### config.mk
export PLATFORM = sky130hd
export DESIGN_NAME = fib_arb_ctrl
export DESIGN_NICKNAME = d
export VERILOG_FILES = /design/src/rtl/fib_arb_ctrl.sv
export SDC_FILE = /design/constraint.sdc
export NUM_CORES = 1
export LEC_CHECK = 0
export ABC_AREA = 1
export CAP_MARGIN = 40
export CORE_ASPECT_RATIO = 0.6
export CORE_MARGIN = 2
export CORE_UTILIZATION = 40
export DETAILED_ROUTE_END_ITERATION = 16
export PLACE_DENSITY_LB_ADDON = 0.15
export SLEW_MARGIN = 20
export SYNTH_ARGS = -nofsm -noshare
export SYNTH_HDL_FRONTEND = slang
export SYNTH_SLANG_ARGS = --single-unit
### constraint.sdc
create_clock -name clk -period 3.1 [get_ports clk]
set_input_delay 0.62 -clock clk [delete_from_list [all_inputs] [get_ports clk]]
set_output_delay 0.62 -clock clk [all_outputs]
set_load 0.005 [all_outputs]
### src/rtl/fib_arb_ctrl.sv
// rtl/fib_arb_ctrl.sv - two-requester round-robin front end sharing one iterative Fibonacci engine
module fib_arb_ctrl #(
  parameter int WIDTH = 8,
  parameter int NW    = 5
) (
  input  logic             clk,
  input  logic             reset,
  input  logic             req0_valid,
  input  logic [NW-1:0]    req0_n,
  output logic             req0_ready,
  input  logic             req1_valid,
  input  logic [NW-1:0]    req1_n,
  output logic             req1_ready,
  output logic             rsp_valid,
  input  logic             rsp_ready,
  output logic             rsp_id,
  output logic [WIDTH-1:0] rsp_value,
  output logic             rsp_ovf,
  output logic             busy
);

  typedef enum logic [1:0] {IDLE, RUN, DONE} state_t;

  state_t           state_q, state_d;
  logic [WIDTH-1:0] prev_q, prev_d;
  logic [WIDTH-1:0] cur_q, cur_d;
  logic [NW-1:0]    cnt_q, cnt_d;
  logic             ovf_q, ovf_d;
  logic             cur_ovf_q, cur_ovf_d;
  logic             owner_q, owner_d;
  logic             last_q, last_d;

  logic             grant_vld;
  logic             grant_id;
  logic [WIDTH:0]   sum;

  always_comb begin
    grant_vld = req0_valid | req1_valid;
    if (req0_valid && req1_valid) begin
      grant_id = ~last_q;
    end else begin
      grant_id = req1_valid;
    end
  end

  assign req0_ready = (state_q == IDLE) && grant_vld && !grant_id;
  assign req1_ready = (state_q == IDLE) && grant_vld && grant_id;

  assign sum = {1'b0, prev_q} + {1'b0, cur_q};

  // ovf tracks whether true prev exceeds WIDTH bits; cur_ovf does the same for cur,
  // so a carry into cur only reaches rsp_ovf once that value has shifted into prev.
  always_comb begin
    state_d   = state_q;
    prev_d    = prev_q;
    cur_d     = cur_q;
    cnt_d     = cnt_q;
    ovf_d     = ovf_q;
    cur_ovf_d = cur_ovf_q;
    owner_d   = owner_q;
    last_d    = last_q;
    case (state_q)
      IDLE: begin
        if (req0_ready || req1_ready) begin
          prev_d    = '0;
          cur_d     = {{(WIDTH-1){1'b0}}, 1'b1};
          cnt_d     = grant_id ? req1_n : req0_n;
          ovf_d     = 1'b0;
          cur_ovf_d = 1'b0;
          owner_d   = grant_id;
          last_d    = grant_id;
          state_d   = RUN;
        end
      end
      RUN: begin
        if (cnt_q != '0) begin
          prev_d    = cur_q;
          cur_d     = sum[WIDTH-1:0];
          cnt_d     = cnt_q - 1'b1;
          ovf_d     = ovf_q | cur_ovf_q;
          cur_ovf_d = cur_ovf_q | sum[WIDTH];
        end else begin
          state_d = DONE;
        end
      end
      DONE: begin
        if (rsp_ready) begin
          state_d = IDLE;
        end
      end
      default: state_d = IDLE;
    endcase
  end

  always_ff @(posedge clk or posedge reset) begin
    if (reset) begin
      state_q   <= IDLE;
      prev_q    <= '0;
      cur_q     <= {{(WIDTH-1){1'b0}}, 1'b1};
      cnt_q     <= '0;
      ovf_q     <= 1'b0;
      cur_ovf_q <= 1'b0;
      owner_q   <= 1'b0;
      last_q    <= 1'b1;
    end else begin
      state_q   <= state_d;
      prev_q    <= prev_d;
      cur_q     <= cur_d;
      cnt_q     <= cnt_d;
      ovf_q     <= ovf_d;
      cur_ovf_q <= cur_ovf_d;
      owner_q   <= owner_d;
      last_q    <= last_d;
    end
  end

  assign rsp_valid = (state_q == DONE);
  assign rsp_value = rsp_valid ? prev_q : '0;
  assign rsp_id    = rsp_valid ? owner_q : 1'b0;
  assign rsp_ovf   = rsp_valid ? ovf_q : 1'b0;
  assign busy      = (state_q != IDLE);

endmodule

# --- Word level (Yosys, flattened, before mapping) ---
# Index checks and enable logic that the tools add are counted.
op_classes:
  n_addsub: 2
  n_eq_ne: 6
  mux: 23
  bitwise_logic: 4
  n_reduce_logical: 13
ops:
  columns: ["operator", "count"]
  rows:
  - ["8-bit two-way mux", 5]
  - ["8-bit one-hot mux with 2 select lines", 2]
  - ["5-bit two-way mux", 3]
  - ["5-bit one-hot mux with 2 select lines", 1]
  - ["8-bit by 8-bit adder with 9-bit output", 1]
  - ["1-bit two-way mux", 6]
  - ["2-bit two-way mux", 3]
  - ["2-bit one-hot mux with 3 select lines", 1]
  - ["3-bit AND reduction", 2]
  - ["5-bit nonzero test", 1]
  - ["5-bit by 1-bit subtractor with 5-bit output, second input constant", 1]
  - ["1-bit logical AND", 4]
  - ["2-bit by 1-bit inequality test with 1-bit output, second input constant", 2]
  - ["2-bit inequality test, second input constant", 2]
  - ["1-bit one-hot mux with 2 select lines", 2]
  - ["2-bit nonzero test", 2]
  - ["1-bit OR", 3]
  - ["2-bit by 1-bit equality test with 1-bit output, second input constant", 1]
  - ["2-bit equality test, second input constant", 1]
  - ["2-bit zero test", 1]
  - ["2-bit AND reduction", 1]
  - ["1-bit zero test", 1]
  - ["1-bit logical OR", 1]
  - ["1-bit NOT", 1]
word_totals:
  ff_bits: 27
  in_bits: 15
  out_inout_bits: 14
  wordCells: 56

# --- Longest topological paths before layout ---
logic_depth:
  depth_word: 7
  depth_mapped: 9
  ltp_nobuf: 9

# --- Worst setup path before layout ---
# OpenSTA, ideal clock, no wires.
synth_timing:
  path_type: "input to output"
  from: "input port req1_valid"
  to: "output port req1_ready"
  arrival_time_ps: 1115
  t_required_ps: 2480
  setup_slack_ps: 1365
  stages: 4
  path_buffers: 0
  path_cell_list: "inv_1 a21oi_4 inv_1 nor2_1"
synth_between:
  elab_chain_cells: 3
  word_cells_on_any_way: 5
  cone_classes: "1 x mux; 1 x bitwise; 3 x reduce/logical"
synth_lines:
  columns: ["item", "line_no", "text"]
  rows:
  - ["from (decl)", "11", "input logic req1_valid,"]
  - ["1-bit OR or 1-bit logical AND (tied branches)", "38, 39", null]
  - ["1-bit logical AND or 1-bit two-way mux (tied branches)", "47, 39", null]
  - ["1-bit logical AND *", "47", "assign req1_ready = (state_q == IDLE) && grant_vld && grant_id;"]
  - ["to (decl)", "13", "output logic req1_ready,"]
# Mark *: on every way between the ends. The rest lies on a longest branch, timed or not.

# --- Final worst setup path ---
# Same ends and word-level chain as after synthesis.

==> impl_metrics.ini <==
[synthesis]
synth.distinct_cells = 28
postSynth.topFlopCell = dfrtp_1
synth_area_per_cell_um2 = 7.60
seq_area_frac_synth = 0.398
synth_seq_cells = 27
mappedNetlistNets = 249
synth_edf_count = 0
synthArstFlopShare = 1.00
mapped_cells = 224
yosys_warnings = 0
post_synth_instance_area_um2 = 1700

[floorplan]
initial_utilization = 0.415
fp.dieArea_um2 = 4810
placement_rows = 18
die_h_um = 54.5
placeableCoreArea_um2 = 4100
top_level_ports = 29
die_w_um = 88.2

[global_routing]
grt_max_degree = 28
global_route.usage.total = 0.177
grt_pass1_vias = 1288
grt_first_pass_wirelength_um = 6350
grt-ovfl-total = 0
initial_antenna_violation_count = 0

[timing]
skew_ns = 0.00390
fmax_ghz = 0.358
final_period_minus_worst_setup_slack_ns = 2.79
hold_viol = 0
setup_viol_count_final = 0
fin_worst_hold_slack_ns = 0.511
setup_tns_ns = 0
setup_repair_after_global_routing_missed_its_margin = no
tightestPinTransition_ns = 0.610
final.period_utilization = 0.900
worst_slew_margin_relative_to_its_limit = 0.593
drv_slew = 0

[drt]
routed_via_density = 4.50
drt-wirelength-per-cell_um = 11.9
post-route-drc-count = 0
via_count = 1405
antenna_left = 0
drt-pass1-iter-count = 4
drtIter0Drc = 89
drt-total-wl_um = 3710

[power_and_ir_drop]
peak_supply_drop_mv = 0.459
netSwitchingPower_uw = 986
power.switching_fraction = 0.468
power_frac_clock = 0.096
internal_power_uw = 1120
pwr-share-comb = 0.590
power.total_uw = 2110
p_per_area_nw_per_um2 = 1020
power.static_leakage_uw = 0.00104
share_seq_of_total_power = 0.314

[placement]
dpl.hpwl_um = 2760
port_buffers = 28
post_dp_cell_area_um2 = 2020
rd_place_congestion = 0.781

[setup_path]
crit_chain = clkdlybuf4s50_1, inv_1, a21oi_4, inv_1, nor2_1, clkdlybuf4s50_1
maximum_cell_stage_delay_along_the_critical_path_ns = 0.52
critical_path_peak_fanout = 8
crit_arrival_ns = 2.17
critical_path.n_buffers_inverters = 4
crit_slowest_cell = clkdlybuf4s50_1
reg2reg_setup_slack_ns = 1.27
cp-end-kind = output port
worst-endpoint-required_ns = 2.48
worst-setup-path-type = input port to output port
critical_path.startpoint_type = input port
top_family_by_delay_on_critical_path = buffers and inverters

[clocking]
num_cts_buffers = 3
cts-hold-fix-buffers = 0
clock_tree.root_cell = clkbuf_8
clk_lat_worst_skew_ns = 0.27
cts_htree_levels = 1
post_cts_resized = 0
worst_path_clk_slew_ns = 0.09
cts_max_path_buffers = 2
tritoncts_num_sinks = 27
cts_tree = built
post_cts_buffers = 0

[cells_and_area]
fillers = 422
final_core_utilization = 0.505
area.growth.synth_to_final_pct = 21.5
most-common-layout-cells = 60 x nand2_1, 32 x inv_1, 28 x clkdlybuf4s50_1
post_layout_instance_area_um2 = 2070
final_common_cell = nand2_1
share_of_cells_above_drive_strength_1 = 0.115
layout.nets = 278
num_antenna_cells = 0

[flow_run]
cap_violations = 0

[outcome]
status = finished, final reports clean

[hold_path]
timing.hold.worst.class = flop to flop
routing by layer:
metal  share of wire  routed length [um]  GRT usage  up-vias
met1            0.57                2120      0.283      613
met4          0.0016                   6     0.0303        0
met2            0.38                1400      0.237       34
met5               0                   0          0        -
li1                -                   -          -      756
met3           0.050                 187     0.0422        2
synth_stat cells, types with 2 or more instances:
master,count,area [um2]
buf_6,3,33.8
o21ai_1,8,40.0
inv_2,6,22.5
inv_1,32,120
nand3b_1,2,15.0
nand2_2,3,18.8
nor2_2,2,12.5
a21oi_4,2,32.5
or2_2,4,25.0
nand2_4,2,22.5
nor2_1,19,71.3
nand3_2,3,30.0
nand2_1,60,225
a21oi_1,10,50.1
o211ai_1,2,15.0
nand3_1,17,85.1
dfstp_2,2,52.6
o21ai_0,5,25.0
dfrtp_1,25,626
ha_1,9,113
metrics by stage:
step | cells | setup WS, ns
after floorplan | 224 | 1.37
after detailed placement | 308 | 0.309
after CTS | 312 | 0.305
final | 312 | 0.311
after global routing | 312 | 0.162
after global placement | 308 | 0.352
sequential cells by signal, summed over array words and instances, names as in the netlist:
name       cells
cur_q          8
state_q        2
ovf_q          1
prev_q         8
last_q         1
cur_ovf_q      1
owner_q        1
cnt_q          5
worst min-delay path: stages (launching register included):
cell	delay (ns)
dfstp_2	0.40
nand2_1	0.07
nand2_1	0.05
cells by family after synthesis:
| family | count (synthesis) | synth area share |
|---|---|---|
| simple gates | 113 | 0.301 |
| flops | 27 | 0.398 |
| buf+inv | 43 | 0.109 |
| xor+xnor | 2 | 0.0103 |
| fa+ha+maj | 10 | 0.0779 |
| compound gates | 29 | 0.104 |
worst paths after layout:
check / from / end / cells after the start
setup / recovery: req1_valid / req1_ready / 6
hold / removal: last_q$_DFFE_PP1P_ / last_q$_DFFE_PP1P_ / 2
setup reg to reg: state_q[1]$_DFFE_PP0P_ / cnt_q[0]$_DFFE_PP0P_ / 6
hold reg to reg: last_q$_DFFE_PP1P_ / last_q$_DFFE_PP1P_ / 2
max in group asynchronous: reset / cur_q[0]$_DFFE_PP1P_ / 3
min in group asynchronous: reset / prev_q[6]$_DFFE_PP0P_ / 3
power by group through the flow:
stage | logic, uW | registers (uW) | clock network, uW
detailed placement | 1250 | 670 | 0
CTS | 1260 | 663 | 212
global placement | 1240 | 670 | 0
global route | 1450 | 686 | 226
floorplan | 1040 | 644 | 0
finish | 1240 | 662 | 202
final cells by class:
cell class              count  area (um2)  share of cell area
multi-input cells         154         840               0.406
flip-flops and latches     27         678               0.328
repair buffers             29         288               0.139
inverters                  38         143              0.0689
well taps                  60        75.1              0.0363
clock buffers               3        41.3              0.0200
clock inverters             1        5.00             0.00242
Power figures use the tool's default switching activity.
